File: src/rtl/rtc_write_sequencer_pkg.sv
// Shared RTC register map, entry index bounds and sequencer state encoding.
// The read-side sequencer imports the same definitions.
package rtc_write_sequencer_pkg;

  // Time/date block
  localparam logic [7:0] ADDR_SEC   = 8'h21;
  localparam logic [7:0] ADDR_MIN   = 8'h22;
  localparam logic [7:0] ADDR_HOUR  = 8'h23;
  localparam logic [7:0] ADDR_DAY   = 8'h24;
  localparam logic [7:0] ADDR_MONTH = 8'h25;
  localparam logic [7:0] ADDR_YEAR  = 8'h26;

  // Timer block
  localparam logic [7:0] ADDR_TMR0  = 8'h41;
  localparam logic [7:0] ADDR_TMR1  = 8'h42;
  localparam logic [7:0] ADDR_TMR2  = 8'h43;

  // Host entry indices: time/date occupies 0-5, timer 6-8
  localparam logic [3:0] TD_FIRST   = 4'd0;
  localparam logic [3:0] TD_LAST    = 4'd5;
  localparam logic [3:0] TMR_FIRST  = 4'd6;
  localparam logic [3:0] TMR_LAST   = 4'd8;

  typedef enum logic [1:0] {
    SEL_NONE = 2'b00,
    SEL_TD   = 2'b01,
    SEL_TMR  = 2'b10,
    SEL_BOTH = 2'b11
  } grp_sel_t;

  typedef enum logic [2:0] {
    ST_IDLE,
    ST_LOAD,
    ST_SLOT,
    ST_COMMIT,
    ST_DONE
  } seq_state_t;

endpackage

File: src/rtl/rtc_write_sequencer_slot_timer.sv
// Slot timer: counts 1..HOLD_CYCLES while run is high, registered strobe window
// 2..HOLD_CYCLES-1, slot_end on the last count. Dropping run reloads the count.
module rtc_slot_timer #(
  parameter logic [11:0] HOLD_CYCLES = 12'h04A
) (
  input  logic clk,
  input  logic reset,
  input  logic run,
  output logic strobe,
  output logic slot_end
);

  logic [11:0] count;
  logic [11:0] count_nxt;

  // Reload instead of overflow keeps the count inside 1..HOLD_CYCLES
  assign count_nxt = (count == HOLD_CYCLES) ? 12'd1 : count + 12'd1;
  assign slot_end  = run && (count == HOLD_CYCLES);

  always_ff @(posedge clk or negedge reset) begin
    if (!reset) begin
      count  <= 12'd1;
      strobe <= 1'b0;
    end else if (!run) begin
      count  <= 12'd1;
      strobe <= 1'b0;
    end else begin
      count  <= count_nxt;
      strobe <= (count_nxt >= 12'd2) && (count_nxt <= HOLD_CYCLES - 12'd1);
    end
  end

endmodule

File: src/rtl/rtc_write_sequencer.sv
// Walks the selected RTC register groups, presenting address/data and a write
// strobe for each entry, then issues the commit write and pulses done.
module rtc_write_sequencer
  import rtc_write_sequencer_pkg::*;
#(
  parameter logic [11:0] HOLD_CYCLES = 12'h04A,
  parameter logic [7:0]  COMMIT_ADDR = 8'hF1,
  parameter logic [7:0]  COMMIT_DATA = 8'h00
) (
  input  logic       clk,
  input  logic       reset,
  input  logic       start,
  input  logic [1:0] sel,
  input  logic       abort,
  input  logic [7:0] data_in,
  output logic [3:0] data_idx,
  output logic [7:0] address,
  output logic [7:0] data_out,
  output logic       data_oe,
  output logic       wr_stb,
  output logic       busy,
  output logic       done
);

  seq_state_t state;
  grp_sel_t   grp;
  logic       cmt_arm;
  logic       run;
  logic       slot_end;
  logic [7:0] tbl_addr;
  logic [3:0] last_idx;

  always_comb begin
    tbl_addr = 8'h00;
    case (data_idx)
      4'd0:    tbl_addr = ADDR_SEC;
      4'd1:    tbl_addr = ADDR_MIN;
      4'd2:    tbl_addr = ADDR_HOUR;
      4'd3:    tbl_addr = ADDR_DAY;
      4'd4:    tbl_addr = ADDR_MONTH;
      4'd5:    tbl_addr = ADDR_YEAR;
      4'd6:    tbl_addr = ADDR_TMR0;
      4'd7:    tbl_addr = ADDR_TMR1;
      4'd8:    tbl_addr = ADDR_TMR2;
      default: tbl_addr = 8'h00;
    endcase
  end

  assign last_idx = (grp == SEL_TD) ? TD_LAST : TMR_LAST;

  // The first COMMIT cycle loads the commit byte, mirroring LOAD, so the commit
  // slot has the same length as a register slot.
  assign run = !abort && ((state == ST_SLOT) || (state == ST_COMMIT && !cmt_arm));

  rtc_slot_timer #(.HOLD_CYCLES(HOLD_CYCLES)) u_slot_timer (
    .clk      (clk),
    .reset    (reset),
    .run      (run),
    .strobe   (wr_stb),
    .slot_end (slot_end)
  );

  always_ff @(posedge clk or negedge reset) begin
    if (!reset) begin
      state    <= ST_IDLE;
      grp      <= SEL_NONE;
      cmt_arm  <= 1'b0;
      data_idx <= 4'd0;
      address  <= 8'h00;
      data_out <= 8'h00;
      data_oe  <= 1'b0;
      busy     <= 1'b0;
      done     <= 1'b0;
    end else begin
      done <= 1'b0;
      if (abort && state != ST_IDLE) begin
        state    <= ST_IDLE;
        cmt_arm  <= 1'b0;
        data_idx <= 4'd0;
        address  <= 8'h00;
        data_out <= 8'h00;
        data_oe  <= 1'b0;
        busy     <= 1'b0;
      end else begin
        case (state)
          ST_IDLE: begin
            // busy still high here means this is the cycle carrying done
            if (busy) begin
              busy <= 1'b0;
            end else if (start && sel != SEL_NONE) begin
              grp      <= grp_sel_t'(sel);
              data_idx <= sel[0] ? TD_FIRST : TMR_FIRST;
              busy     <= 1'b1;
              state    <= ST_LOAD;
            end
          end
          ST_LOAD: begin
            data_out <= data_in;
            address  <= tbl_addr;
            data_oe  <= 1'b1;
            state    <= ST_SLOT;
          end
          ST_SLOT: begin
            if (slot_end) begin
              if (data_idx == last_idx) begin
                cmt_arm <= 1'b1;
                state   <= ST_COMMIT;
              end else begin
                data_idx <= data_idx + 4'd1;
                state    <= ST_LOAD;
              end
            end
          end
          ST_COMMIT: begin
            if (cmt_arm) begin
              cmt_arm  <= 1'b0;
              address  <= COMMIT_ADDR;
              data_out <= COMMIT_DATA;
            end else if (slot_end) begin
              address  <= 8'h00;
              data_out <= 8'h00;
              data_oe  <= 1'b0;
              state    <= ST_DONE;
            end
          end
          ST_DONE: begin
            done     <= 1'b1;
            data_idx <= 4'd0;
            state    <= ST_IDLE;
          end
          default: state <= ST_IDLE;
        endcase
      end
    end
  end

endmodule

File: config.mk
export PLATFORM = sky130hd
export DESIGN_NAME = rtc_write_sequencer
export DESIGN_NICKNAME = d
export VERILOG_FILES = /design/src/rtl/rtc_write_sequencer_pkg.sv /design/src/rtl/rtc_write_sequencer_slot_timer.sv /design/src/rtl/rtc_write_sequencer.sv
export SDC_FILE = /design/constraint.sdc
export NUM_CORES = 1
export LEC_CHECK = 0
export ABC_AREA = 0
export BUFFER_PORTS_ARGS = -buffer_cell sky130_fd_sc_hd__buf_2
export CAP_MARGIN = 10
export CORE_MARGIN = 10
export CORE_UTILIZATION = 30
export DETAILED_ROUTE_END_ITERATION = 16
export SLEW_MARGIN = 10
export SYNTH_ARGS = -nofsm -noshare
export SYNTH_HDL_FRONTEND = slang
export SYNTH_SLANG_ARGS = --single-unit
File: constraint.sdc
create_clock -name clk -period 3.7 [get_ports clk]
set_clock_uncertainty 0.1 [all_clocks]
set_input_delay 1.11 -clock clk [delete_from_list [all_inputs] [get_ports clk]]
set_output_delay 1.11 -clock clk [all_outputs]
set_load 0.05 [all_outputs]
==> metrics.md <==
| Metric | Value |
|---|---|
| Top post-synthesis cells by area | dfrtp_1 (42%), mux2i_1 (5.6%), mux2_2 (3.4%) |
| Cell Count, Final, Fillers Out | 371 |
| Yosys top cell by area | dfrtp_1 |
| Vias | approximately 1800 |
| Share of cells above drive strength 1 | around a quarter |
| Post-route ant nets | 0 |
| Final period util | around 67% |
| Die W | 108.3 microns |
| Cell Count Post-Placement | roughly 360 |
| Top FF cell, synth | dfrtp_1 |
| MaxCap Viol Count | 0 |
| Pre-CTS WS | 0.9407 ns |
| Global-route wire length before repair | 8790 microns |
| Post-synth EDFFs | 0 |
| Synth top area share | approximately two fifths |
| Startpoint types | input port |
| Maximum clock rate | approximately 0.4 GHz |
| Maximum buffer depth of the clock tree | 2 |
| Syn_nets | between 200 and 300 |
| Fillers | approximately 800 |
| Commonest non-fill, non-tap cells in the layout | dfrtp_1 (39), buf_2 (36), nor2_1 (21) |
| Crit-path cells | buf_2 -> o21ai_0 -> inv_1 -> nor2_1 -> and3_1 -> mux2_2 |
| Post-synthesis sequential area ratio | 42.86% |
| P_leak | between 1 and 1.5 nW |
| Area Growth Syn to Fin | 13.27% |
| Fin. Hold Viols | 0 |
| Worst hold path class | flop to flop |
| Post-cts resize count | 0 |
| Initial core utilization | roughly 30% |
| Status | finished, final reports clean |
| Multi-input combinational cell area | around 0.0012 sq mm |
| RD Place Congestion | 0.8869 |
| CTS H-tree lvls | 2 |
| Storage element area | 0.001002 sq mm |
| Worst-Margin Slew | slightly below 0.9 ns |
| Full die area | between 0.01 and 0.015 sq mm |
| Total GRT Usage | 9.257% |
| Setup WS post-layout | around 1.2 ns |
| Max FO, Critical Path | 13 |
| Total CTS buffers | 5 |
| Design area | 0.002649 sq mm |
| Drt total wl | 5192 microns |
| ANT cells | 0 |
| Number of port buffers | 36 |
| Post-DP HPWL | a little under 4000 microns |
| Setup crit end kind | flop |
| CORE AREA | 0.007647 sq mm |
| WP data arrival | ~2.6 ns |
| Setup Buffers After CTS | 0 |
| Hold_buf cts | 0 |
| RSZ-0062 raised after global routing | false |
| First-pass iteration count of the detailed router | 4 |
| Yosys reg bits | 40 |
| Initial antenna violation count | 0 |
| Site Rows | 32 |
| DIE HEIGHT | 108.3 microns |
| Slew Limit Fails | 0 |
| Crit-path slowest cell | nor2_1 |
| Root buffer cell | clkbuf_8 |
| Synth Area per Inst | 9.703 sq um |
| Rel. slew slack | about two fifths |
| Post-synthesis cell count | 241 |
| Peak supply drop | 0.0003845 V |
| Area of the mapped netlist | between 0.002 and 0.0025 sq mm |
| Ys async rst share | 100.0% |
| Crit-path max cell delay | 0.61 ns |
| Synth cell types | between 50 and 60 |
| Nets | around 290 |
| Req. time, crit path | 3.83 ns |
| I/O Pins | 38 |
| CP Class | input port to flop |
| Routed len/inst | about 14 microns |
| Pwr per Cell Area | around 670 mW/mm^2 |
| Overflow after GRT | 0 |
| Final setup fails | 0 |
| CTS tree | done |
| CTS sink count | 40 |
| Setup TNS Final | 0 ns |
| Worst hold margin | slightly above 0.4 ns |
| Number of global-route vias before repair | 1804 |
| Reg clk slew, reported paths | 0.08 ns |
| Largest net degree at the start of global routing | slightly above 40 |
| Fin crit period | about 2.5 ns |
| Core Util, Final | 34.64% |
| Commonest non-fill, non-tap cell in the layout | dfrtp_1 |
| DRC | 0 |
| Yosys warnings | 0 |
| Design Power | 1.784 mW |
| Post-DP Area | approximately 0.0026 sq mm |
| Starting DRC count in detailed routing | a little under 60 |
| Mean number of vias per cell | 4.827 |
| Worst-Skew Late Latency | between 0.2 and 0.3 ns |
==> power by group <==
part / total [mW] / switching (mW) / internal (mW) / leakage, nW
logic: 0.824 / 0.583 / 0.241 / 0.632
clock network: 0.315 / 0.148 / 0.166 / 0.0503
registers: 0.645 / 0.0971 / 0.548 / 0.516
==> routing by layer <==
metal | up-vias | global-route usage (%) | wire (microns)
met5 | - | 0 | 0
met4 | 0 | 3.672 | 61
met3 | 7 | 2.736 | 189
met2 | 26 | 14.91 | 2628
met1 | 868 | 11.37 | 2313
li1 | 890 | - | -
==> worst max-delay path, delay by kind of cell <==
family	cells	cell delay [ns]
simple gates	2	0.88
compound gates	1	0.19
mux	1	0.14
buf+inv	2	0.28
==> cells in the mapped netlist (all sizes together) (2+ instances only) <==
| cell type | instances |
|---|---|
| a31oi | 2 |
| nor3 | 6 |
| nor3b | 4 |
| a2111oi | 2 |
| inv | 20 |
| nand2b | 3 |
| nand4 | 4 |
| or2 | 2 |
| o21ai | 12 |
| nand2 | 16 |
| buf | 11 |
| or3 | 2 |
| ha | 4 |
| nor2 | 21 |
| xnor2 | 8 |
| nor4 | 4 |
| a21oi | 8 |
| mux2i | 13 |
| a211oi | 2 |
| nand3 | 8 |
| a21o | 2 |
| and3 | 4 |
| nor2b | 3 |
| o21a | 2 |
| xor2 | 5 |
| clkbuf | 5 |
| mux2 | 7 |
| dfrtp | 39 |
| a32o | 2 |
==> kinds of logic after synthesis <==
logic type               after synthesis  share of synthesized area [%]
multiplexers                          20                          8.935
flip-flops                            40                          42.86
XOR/XNOR                              13                          4.869
buffers and inverters                 36                          7.543
adder cells (fa/ha/maj)                4                          2.140
AND/OR/NAND/NOR                       82                          18.99
other                                  1                         0.1604
AO/OA/AOI/OAI                         45                          14.50
==> area by class of cell <==
class / instances / area share [%]
multi-input combinational: 165 / 43.79
sequential: 40 / 37.84
timing repair buffer: 37 / 7.085
tap: 102 / 4.818
clock buffer: 7 / 3.637
inverter: 20 / 2.834
==> registers in the layout (all words and copies together) (netlist names) <==
signal	flops
data_oe	1
done	1
grp	2
state	3
data_idx	4
address	6
u_slot_timer.strobe	1
cmt_arm	1
u_slot_timer.count	12
busy	1
data_out	8
==> path summary, 6_finish.rpt <==
| check | slack (ns) | endpoint | cells after the start | start |
|---|---|---|---|---|
| setup reg to reg | 1.31 | address[0] | 7 | u_slot_timer.count[1] |
| setup / recovery | 1.23 | address[2] | 6 | abort |
| min in group asynchronous | 0.83 | u_slot_timer.count[3] | 1 | reset |
| hold / removal | 0.41 | grp[1] | 1 | grp[1] |
| hold reg to reg | 0.41 | grp[1] | 1 | grp[1] |
| max in group asynchronous | 2.10 | address[0] | 1 | reset |
Power figures use the tool's default switching activity.
